File: config.mk
export PLATFORM = sky130hd
export DESIGN_NAME = decade_pulse_gen
export DESIGN_NICKNAME = d
export VERILOG_FILES = /design/src/rtl/decade_pkg.sv /design/src/rtl/bcd_down_counter.sv /design/src/rtl/decade_pulse_gen.sv
export SDC_FILE = /design/constraint.sdc
export NUM_CORES = 1
export LEC_CHECK = 0
export ABC_AREA = 1
export CAP_MARGIN = 20
export CORE_MARGIN = 5
export CORE_UTILIZATION = 50
export CTS_CLUSTER_SIZE = 16
export DETAILED_ROUTE_END_ITERATION = 6
export PLACE_DENSITY = 0.74
export SLEW_MARGIN = 20
export SYNTH_ARGS = -nofsm -noshare
export SYNTH_HDL_FRONTEND = slang
export SYNTH_SLANG_ARGS = --single-unit
File: constraint.sdc
create_clock -name clk -period 1.6 [get_ports clk]
set_input_delay 0.32 -clock clk [delete_from_list [all_inputs] [get_ports clk]]
set_output_delay 0.32 -clock clk [all_outputs]
set_load 0.05 [all_outputs]
File: src/rtl/decade_pkg.sv
// Shared definitions for the decade counter family: FSM state encoding,
// the largest legal BCD digit and a digit-range check.
package decade_pkg;

  typedef enum logic [1:0] {
    IDLE = 2'd0,
    HIGH = 2'd1,
    LOW  = 2'd2,
    DONE = 2'd3
  } state_t;

  localparam logic [3:0] BCD_MAX = 4'd9;

  function automatic logic digit_valid(input logic [3:0] digit);
    return digit <= BCD_MAX;
  endfunction

endpackage

File: src/rtl/bcd_down_counter.sv
// Multi-digit packed BCD down-counter with parallel load.
// The counter holds at zero instead of wrapping.
module bcd_down_counter
  import decade_pkg::*;
#(
  parameter int DIGITS = 2
) (
  input  logic                  clk,
  input  logic                  rst,
  input  logic                  load,
  input  logic [4*DIGITS-1:0]   din,
  input  logic                  dec,
  output logic [4*DIGITS-1:0]   count,
  output logic                  zero
);

  logic [4*DIGITS-1:0] decremented;
  logic                borrow;

  // Ripple the borrow upward: a zero digit wraps to 9 and passes the borrow on.
  always_comb begin
    decremented = count;
    borrow      = 1'b1;
    for (int i = 0; i < DIGITS; i++) begin
      if (borrow) begin
        if (count[4*i +: 4] == 4'd0) begin
          decremented[4*i +: 4] = BCD_MAX;
        end else begin
          decremented[4*i +: 4] = count[4*i +: 4] - 4'd1;
          borrow                = 1'b0;
        end
      end
    end
  end

  assign zero = (count == '0);

  always_ff @(posedge clk) begin
    if (rst) begin
      count <= '0;
    end else if (load) begin
      count <= din;
    end else if (dec && !zero) begin
      count <= decremented;
    end
  end

endmodule

File: src/rtl/decade_pulse_gen.sv
// Emits N single-cycle pulses (N given as packed BCD) separated by GAP low
// cycles, then a one-cycle done strobe; malformed BCD requests raise err.
module decade_pulse_gen
  import decade_pkg::*;
#(
  parameter int DIGITS = 2,
  parameter int GAP    = 1
) (
  input  logic                  clk,
  input  logic                  rst,
  input  logic                  start,
  input  logic [4*DIGITS-1:0]   bcd_in,
  output logic                  ready,
  output logic                  out,
  output logic                  busy,
  output logic                  done,
  output logic                  err
);

  localparam int               GAP_W      = $clog2(GAP) + 1;
  localparam logic [GAP_W-1:0] GAP_RELOAD = GAP_W'(GAP - 1);

  state_t              state;
  state_t              next_state;
  logic [GAP_W-1:0]    gap_cnt;
  logic [4*DIGITS-1:0] count;
  logic                zero;
  logic                all_valid;
  logic                req_zero;
  logic                accept;
  logic                load;
  logic                dec;
  logic                last_pulse;

  always_comb begin
    all_valid = 1'b1;
    for (int i = 0; i < DIGITS; i++) begin
      if (!digit_valid(bcd_in[4*i +: 4])) begin
        all_valid = 1'b0;
      end
    end
  end

  assign req_zero   = (bcd_in == '0);
  assign accept     = (state == IDLE) && start;
  assign load       = accept && all_valid && !req_zero;
  assign dec        = (state == HIGH);
  // The pulse being emitted now is the last one when the count is about to hit zero.
  assign last_pulse = (count == (4*DIGITS)'(1)) || zero;

  bcd_down_counter #(
    .DIGITS (DIGITS)
  ) u_counter (
    .clk   (clk),
    .rst   (rst),
    .load  (load),
    .din   (bcd_in),
    .dec   (dec),
    .count (count),
    .zero  (zero)
  );

  always_comb begin
    next_state = state;
    case (state)
      IDLE: begin
        if (accept && all_valid) begin
          next_state = req_zero ? DONE : HIGH;
        end
      end
      HIGH:    next_state = last_pulse ? DONE : LOW;
      LOW: begin
        if (gap_cnt == '0) begin
          next_state = HIGH;
        end
      end
      DONE:    next_state = IDLE;
      default: next_state = IDLE;
    endcase
  end

  // Outputs are registered from the next state so they line up with the state itself.
  always_ff @(posedge clk) begin
    if (rst) begin
      state   <= IDLE;
      gap_cnt <= '0;
      out     <= 1'b0;
      done    <= 1'b0;
      err     <= 1'b0;
    end else begin
      state <= next_state;
      if (state == HIGH) begin
        gap_cnt <= GAP_RELOAD;
      end else if (state == LOW && gap_cnt != '0) begin
        gap_cnt <= gap_cnt - 1'b1;
      end
      out  <= (next_state == HIGH);
      done <= (next_state == DONE);
      err  <= accept && !all_valid;
    end
  end

  assign ready = (state == IDLE);
  assign busy  = !ready;

endmodule

==> results of run 1 <==
## registers in the layout, indices dropped and copies added, names as in the netlist
register / count
u_counter.count: 8
state: 2
done: 1
err: 1
gap_cnt: 1
out: 1
## layer usage
metal	share of wire (%)	wire, um
met1	44	907
met5	0	0
met4	2.1	43
met3	4.5	92
met2	49	1020
## final cells by class
cell class                 instances  share of cell area, %
sequential                        14                   24.6
timing repair buffer              23                   21.2
tap                               16                   1.76
inverter                          22                   7.26
clock buffer                       4                   3.19
multi-input combinational        100                   41.9
## kinds of logic after synthesis
group	Yosys count	synth area share (%)
AO/OA/AOI/OAI	23	15.9
flip-flops	14	33.4
AND/OR/NAND/NOR	77	39.5
buffers and inverters	23	11.2
## through the flow
stage,worst slack (ns),utilization [%],cells
floorplan,0.279,-,137
global placement,-0.287,68.0,172
detailed placement,-0.305,68.0,172
CTS,0.00721,71.8,179
global route,0.0117,73.8,179
finish,0.0972,73.8,179
## placed cells by master, fill, tap and decap left out, types with 3 or more instances in the layout
cell,instances
nand2_1,38
nor2_1,25
nor2_4,3
inv_1,19
nand3_1,6
a21oi_1,9
clkbuf_4,3
dfxtp_1,14
o21ai_0,8
dlymetal6s2s_1,6
buf_4,10
clkdlybuf4s50_1,4
## worst min-delay path by stage
stage | startpoint | to | slack [ns] | cells after the start
5_1_grt | bcd_in[3] | err$_SDFF_PP0_ | 0.41 | 3
3_3_place_gp | gap_cnt$_SDFFE_PP0P_ | gap_cnt$_SDFFE_PP0P_ | 0.45 | 2
3_5_place_dp | gap_cnt$_SDFFE_PP0P_ | gap_cnt$_SDFFE_PP0P_ | 0.45 | 2
4_1_cts | gap_cnt$_SDFFE_PP0P_ | gap_cnt$_SDFFE_PP0P_ | 0.47 | 2
2_1_floorplan | rst | u_counter.count[3]$_SDFFE_PP0P_ | 0.39 | 1
6_report | bcd_in[3] | err$_SDFF_PP0_ | 0.40 | 3
## critical path, delay by kind of cell
kind                   cells  cell delay (ns)
AND/OR/NAND/NOR            7             0.59
buffers and inverters      2             0.55
AO/OA/AOI/OAI              1             0.21
## power breakdown
group	total [uW]	internal, uW	switching, uW
logic	483	187	296
registers	423	389	34.0
clock network	255	138	117
total	1160	715	447
## what timing repair did
action                     CTS  global route
gates resized for setup      0            11
pin swaps                    1             5
setup buffers                3             0
setup endpoints to repair    3             9
==> results.yml, run 1 <==
final_layout:
  final-seq-area_um2: 280
  layout.filler_cells: 138
  final_design_area_no_fill_mm2: 0.00114
  n_antenna_cell: 0
  area_delta_synth_final_pct: 35.5
  finish.net_count: 175
  multi_input_area_um2: 477
  drive_above_1_share_pct: 17.8
worst_setup_path:
  worst_setup_sp: "bcd_in[4]"
  r2r_slack_ns: 0.15
  worstSetupEndpoint: "u_counter.count[5]$_SDFFE_PP0P_"
  critPathLaunchType: "primary input"
  path_max_fanout: 8
  critPathRequiredTime_ns: 1.78
  r2r_end: "u_counter.count[5]$_SDFFE_PP0P_"
  cpMostUsedCell: "nand2_1"
  chain_of_cells_forming_the_critical_path: "clkdlybuf4s50_1, nor2_1, nand2_1, nor2_4, nor2_4, buf_6, a21oi_4, nand2_1, nand2_1, nor2_1"
  regToRegStartpoint: "u_counter.count[1]$_SDFFE_PP0P_"
  worst_setup_path_end_kind: "register"
  critPathMaxStageDelay_ns: 0.42
  crit_arrival_ns: 1.68
  crit_path_top_delay_cell: "clkdlybuf4s50_1"
  worst-r2r-cell-count: 8
  path_class: "in2reg"
global_routing:
  grt_pass1_wl_um: 3350
  grt.busiest_layer: "met2"
  grt_util_met3_pct: 4.36
  grt.overflow.total: 0
  grt_start_max_net_pins: 10
  grtUsageMet1_pct: 20.3
  grt.total_usage_pct: 16.2
  antenna_found_initial: 0
  groute.layer.met2.usage_pct: 26.0
  first_global_vias: 837
synth:
  synth-edff-count: 0
  yosys_warning_total: 0
  synthesis.nets: 148
  synth.cells.most_frequent: "38 x nand2_1, 26 x nor2_1, 19 x inv_1"
  synthesis.area_per_instance_um2: 6.13
  synthesis.area_um2: 840
  post-synth-top-area-fraction_pct: 33.4
  synth_async_sr_flop_share_pct: 0
  post-synth-top-count-cell: "nand2_1"
  seq_area_frac_synth_pct: 33.4
  synth_top_flop_cell: "dfxtp_1"
  netlist-cell-type-count: 19
  synth_seq_cells: 14
  synth_top_cells_by_area: "dfxtp_1 33%, nand2_1 17%, nor2_1 12%"
  netlist.top_cell.by_area: "dfxtp_1"
  synthCells: 137
route:
  drtPass1Iterations: 4
  wl_per_cell_um: 11.5
  post_drt_via_cell_ratio: 5.12
  antenna_left: 0
  drt_wl_total_um: 2060
  dr.first_iter.drc_count: 14
  route.vias.total: 917
  drc_errors: 0
timing:
  transition_at_the_pin_with_the_smallest_max_transition_slack_ns: 0.286
  timing.clock.skew_ns: 0.00608
  final_hold_violations: 0
  clock.fmax_ghz: 0.665
  hold_ws_ns: 0.396
  setup_violation_total_in_the_final_timing_report: 0
  layout_worst_path_cycle_share_pct: 93.9
  slew_headroom_pct: 80.8
  finalMaxSlewViolations: 0
  fin_setup_tns_ns: 0
  rsz_0062_raised_after_global_routing: "false"
  period_minus_slack_ns: 1.50
clocking:
  cts.path.max_buffers: 2
  postCtsHoldBufs: 0
  cts-htree-levels: 1
  root_buffer: "clkbuf_4"
  worst_setup_hold_path_clk_slew_ns: 0.09
  clk-insertion-delay-late_ns: 0.28
  tritoncts: "yes"
  clock-sinks: 14
  cts_made_buffers: 3
floorplan:
  chipWidth_um: 51.0
  ioPinCount: 16
  dieArea_mm2: 0.00260
  die-height_um: 51.0
  rows: 14
  fp.coreArea_mm2: 0.00154
  initial_standard_cell_utilization_of_the_core_pct: 54.5
outcome:
  run_status: "complete, no violations"
placement:
  dpl_cell_area_mm2: 0.00105
  place.port_buffers: 15
  gpl.final_weighted_congestion: 0.844
  half_perimeter_wire_length_after_placement_um: 1530
flow_run:
  number_of_max_capacitance_violations_reported: 0
power_and_ir_drop:
  total_power_uw: 1160
  ir_drop_v: 0.000679
  p_leak_uw: 0.000600
  p_per_area_mw_per_mm2: 1020
min_path:
  hold_path.class: "in2reg"
(Power assumes the default switching activity.)
==> run 2, diff against run 1 <==
- CORE_MARGIN: 5 -> 3
==> run 2 against run 1 <==
Sequential power about the same. Maximum frequency fell by 0.21%. Hold slack better by 0.034 ns. Flip-flop and latch count stayed put. First-iteration DRC count is 57% higher. Largest power group unchanged. Power up 2.1%. Largest cell class unchanged. Critical path depth is the same. Via count fell by 1.2%. Critical path type unchanged.
==> results.yml, run 2 (synthesis results as in run 1) <==
final_layout:
  n_antenna_cell: 0
  final_util_pct: 74.8
  final_design_area_no_fill_mm2: 0.00115
  area_delta_synth_final_pct: 37.3
  mostFrequentLayoutCell: "nand2_1"
  finish.net_count: 176
  regMostFlops: "u_counter.count"
  flip_flop_count_of_the_largest_register_all_copies_and_words_added: 8
  drive_above_1_share_pct: 17.7
  mostFrequentLayoutCells: "38 x nand2_1, 26 x nor2_1, 19 x inv_1, 14 x dfxtp_1, 11 x buf_4"
  largest_registers_in_the_final_layout: "u_counter.count x8, state x2"
route:
  drtPass1Iterations: 4
  antenna_left: 0
  dr.first_iter.drc_count: 22
  post_drt_via_cell_ratio: 5.03
  wl_per_cell_um: 11.1
  drt_wl_total_um: 2010
  drc_errors: 0
  route.vias.total: 906
power_and_ir_drop:
  p_per_area_mw_per_mm2: 1030
  total_power_uw: 1190
  ir_drop_v: 0.000725
  p_leak_uw: 0.000608
floorplan:
  chipWidth_um: 47.0
  dieArea_mm2: 0.00221
  ioPinCount: 16
  fp.coreArea_mm2: 0.00154
  die-height_um: 47.0
  initial_standard_cell_utilization_of_the_core_pct: 54.5
  rows: 14
worst_setup_path:
  crit_arrival_ns: 1.71
  path_max_fanout: 14
  crit_path_top_delay_cell: "clkdlybuf4s50_1"
  cpMostUsedCell: "nand2_1"
  critPathRequiredTime_ns: 1.80
  chain_of_cells_forming_the_critical_path: "clkdlybuf4s50_1, nor2_1, nand2_1, nor2_4, nor2_4, buf_12, a21oi_4, nand2_1, nand2_1, nor2_1"
  path_class: "in2reg"
  critPathMaxStageDelay_ns: 0.44
  critPathLaunchType: "primary input"
  worst_setup_path_end_kind: "register"
placement:
  dpl_cell_area_mm2: 0.00106
  place.port_buffers: 15
  gpl.final_weighted_congestion: 0.867
  pre_cts_ws_ns: -0.252
  half_perimeter_wire_length_after_placement_um: 1550
min_path:
  hold_path.class: "in2reg"
global_routing:
  grt.overflow.total: 0
  antenna_found_initial: 0
  first_global_vias: 767
  grt.total_usage_pct: 19.9
  grt_start_max_net_pins: 15
  grt_pass1_wl_um: 3130
clocking:
  clock-sinks: 14
  cts_made_buffers: 3
  cts-htree-levels: 1
  tritoncts: "yes"
  root_buffer: "clkbuf_4"
  clk-insertion-delay-late_ns: 0.29
  postCtsHoldBufs: 0
  worst_setup_hold_path_clk_slew_ns: 0.10
  cts.path.max_buffers: 2
timing:
  transition_at_the_pin_with_the_smallest_max_transition_slack_ns: 0.255
  fin_setup_tns_ns: 0
  finalMaxSlewViolations: 0
  setup_violation_total_in_the_final_timing_report: 0
  period_minus_slack_ns: 1.51
  slew_headroom_pct: 82.9
  timing.clock.skew_ns: 0.0155
  layout_worst_path_cycle_share_pct: 94.1
  final_hold_violations: 0
  postLayoutSetupSlackWorst_ns: 0.0941
  clock.fmax_ghz: 0.664
outcome:
  run_status: "complete, no violations"
flow_run:
  number_of_max_capacitance_violations_reported: 0
run 2: changes by cell type in the layout (fill, tap and decap cells not counted), sizes merged:
| cell | delta |
|---|---|
| buf | +1 |
run 2: critical path, delay by kind of cell:
family | cells | cell delay, ns
buffers and inverters | 2 | 0.58
and+or+nand+nor | 7 | 0.60
AOI/OAI and AO/OA | 1 | 0.20
run 2: power breakdown:
part / internal [uW] / total, uW / leakage (uW) / switching (uW)
clock network: 139 / 269 / 0.0000210 / 131
registers: 389 / 420 / 0.000115 / 31.1
logic: 194 / 496 / 0.000473 / 302
total: 722 / 1190 / 0.000608 / 464
run 2: timing repair:
action | in CTS | in global routing
gates resized for setup | 0 | 8
buffers inserted | 0 | 2
endpoints found under the setup margin | 0 | 8
run 2: metrics by stage:
step                      hold WS, ns  instances
final                           0.429        180
after global routing            0.484        180
after CTS                       0.484        178
after detailed placement        0.469        174
after global placement          0.448        174
after floorplan                 0.389        137
run 2: area by class of cell:
class	instances	area, um2
clock buffers	4	36.3
well taps	16	20.0
flip-flops and latches	14	280
inverters	22	82.6
fillers	126	389
multi-input cells	100	475
repair buffers	24	258
run 2: worst paths after layout:
path / from / to / slack, ns / cells after the start
setup / recovery: bcd_in[7] / u_counter.count[4]$_SDFFE_PP0P_ / 0.09 / 10
hold / removal: bcd_in[6] / u_counter.count[6]$_SDFFE_PP0P_ / 0.43 / 5
setup reg to reg: u_counter.count[4]$_SDFFE_PP0P_ / u_counter.count[4]$_SDFFE_PP0P_ / 0.13 / 8
hold reg to reg: gap_cnt$_SDFFE_PP0P_ / gap_cnt$_SDFFE_PP0P_ / 0.48 / 2
run 2: per-layer routing:
metal / vias to the layer above / global-route usage (%) / wire length, um
met3: 4 / 4.21 / 113
met4: 0 / 7.18 / 25
met2: 23 / 31.7 / 922
met5: - / 0 / 0
li1: 480 / - / -
met1: 399 / 26.4 / 943
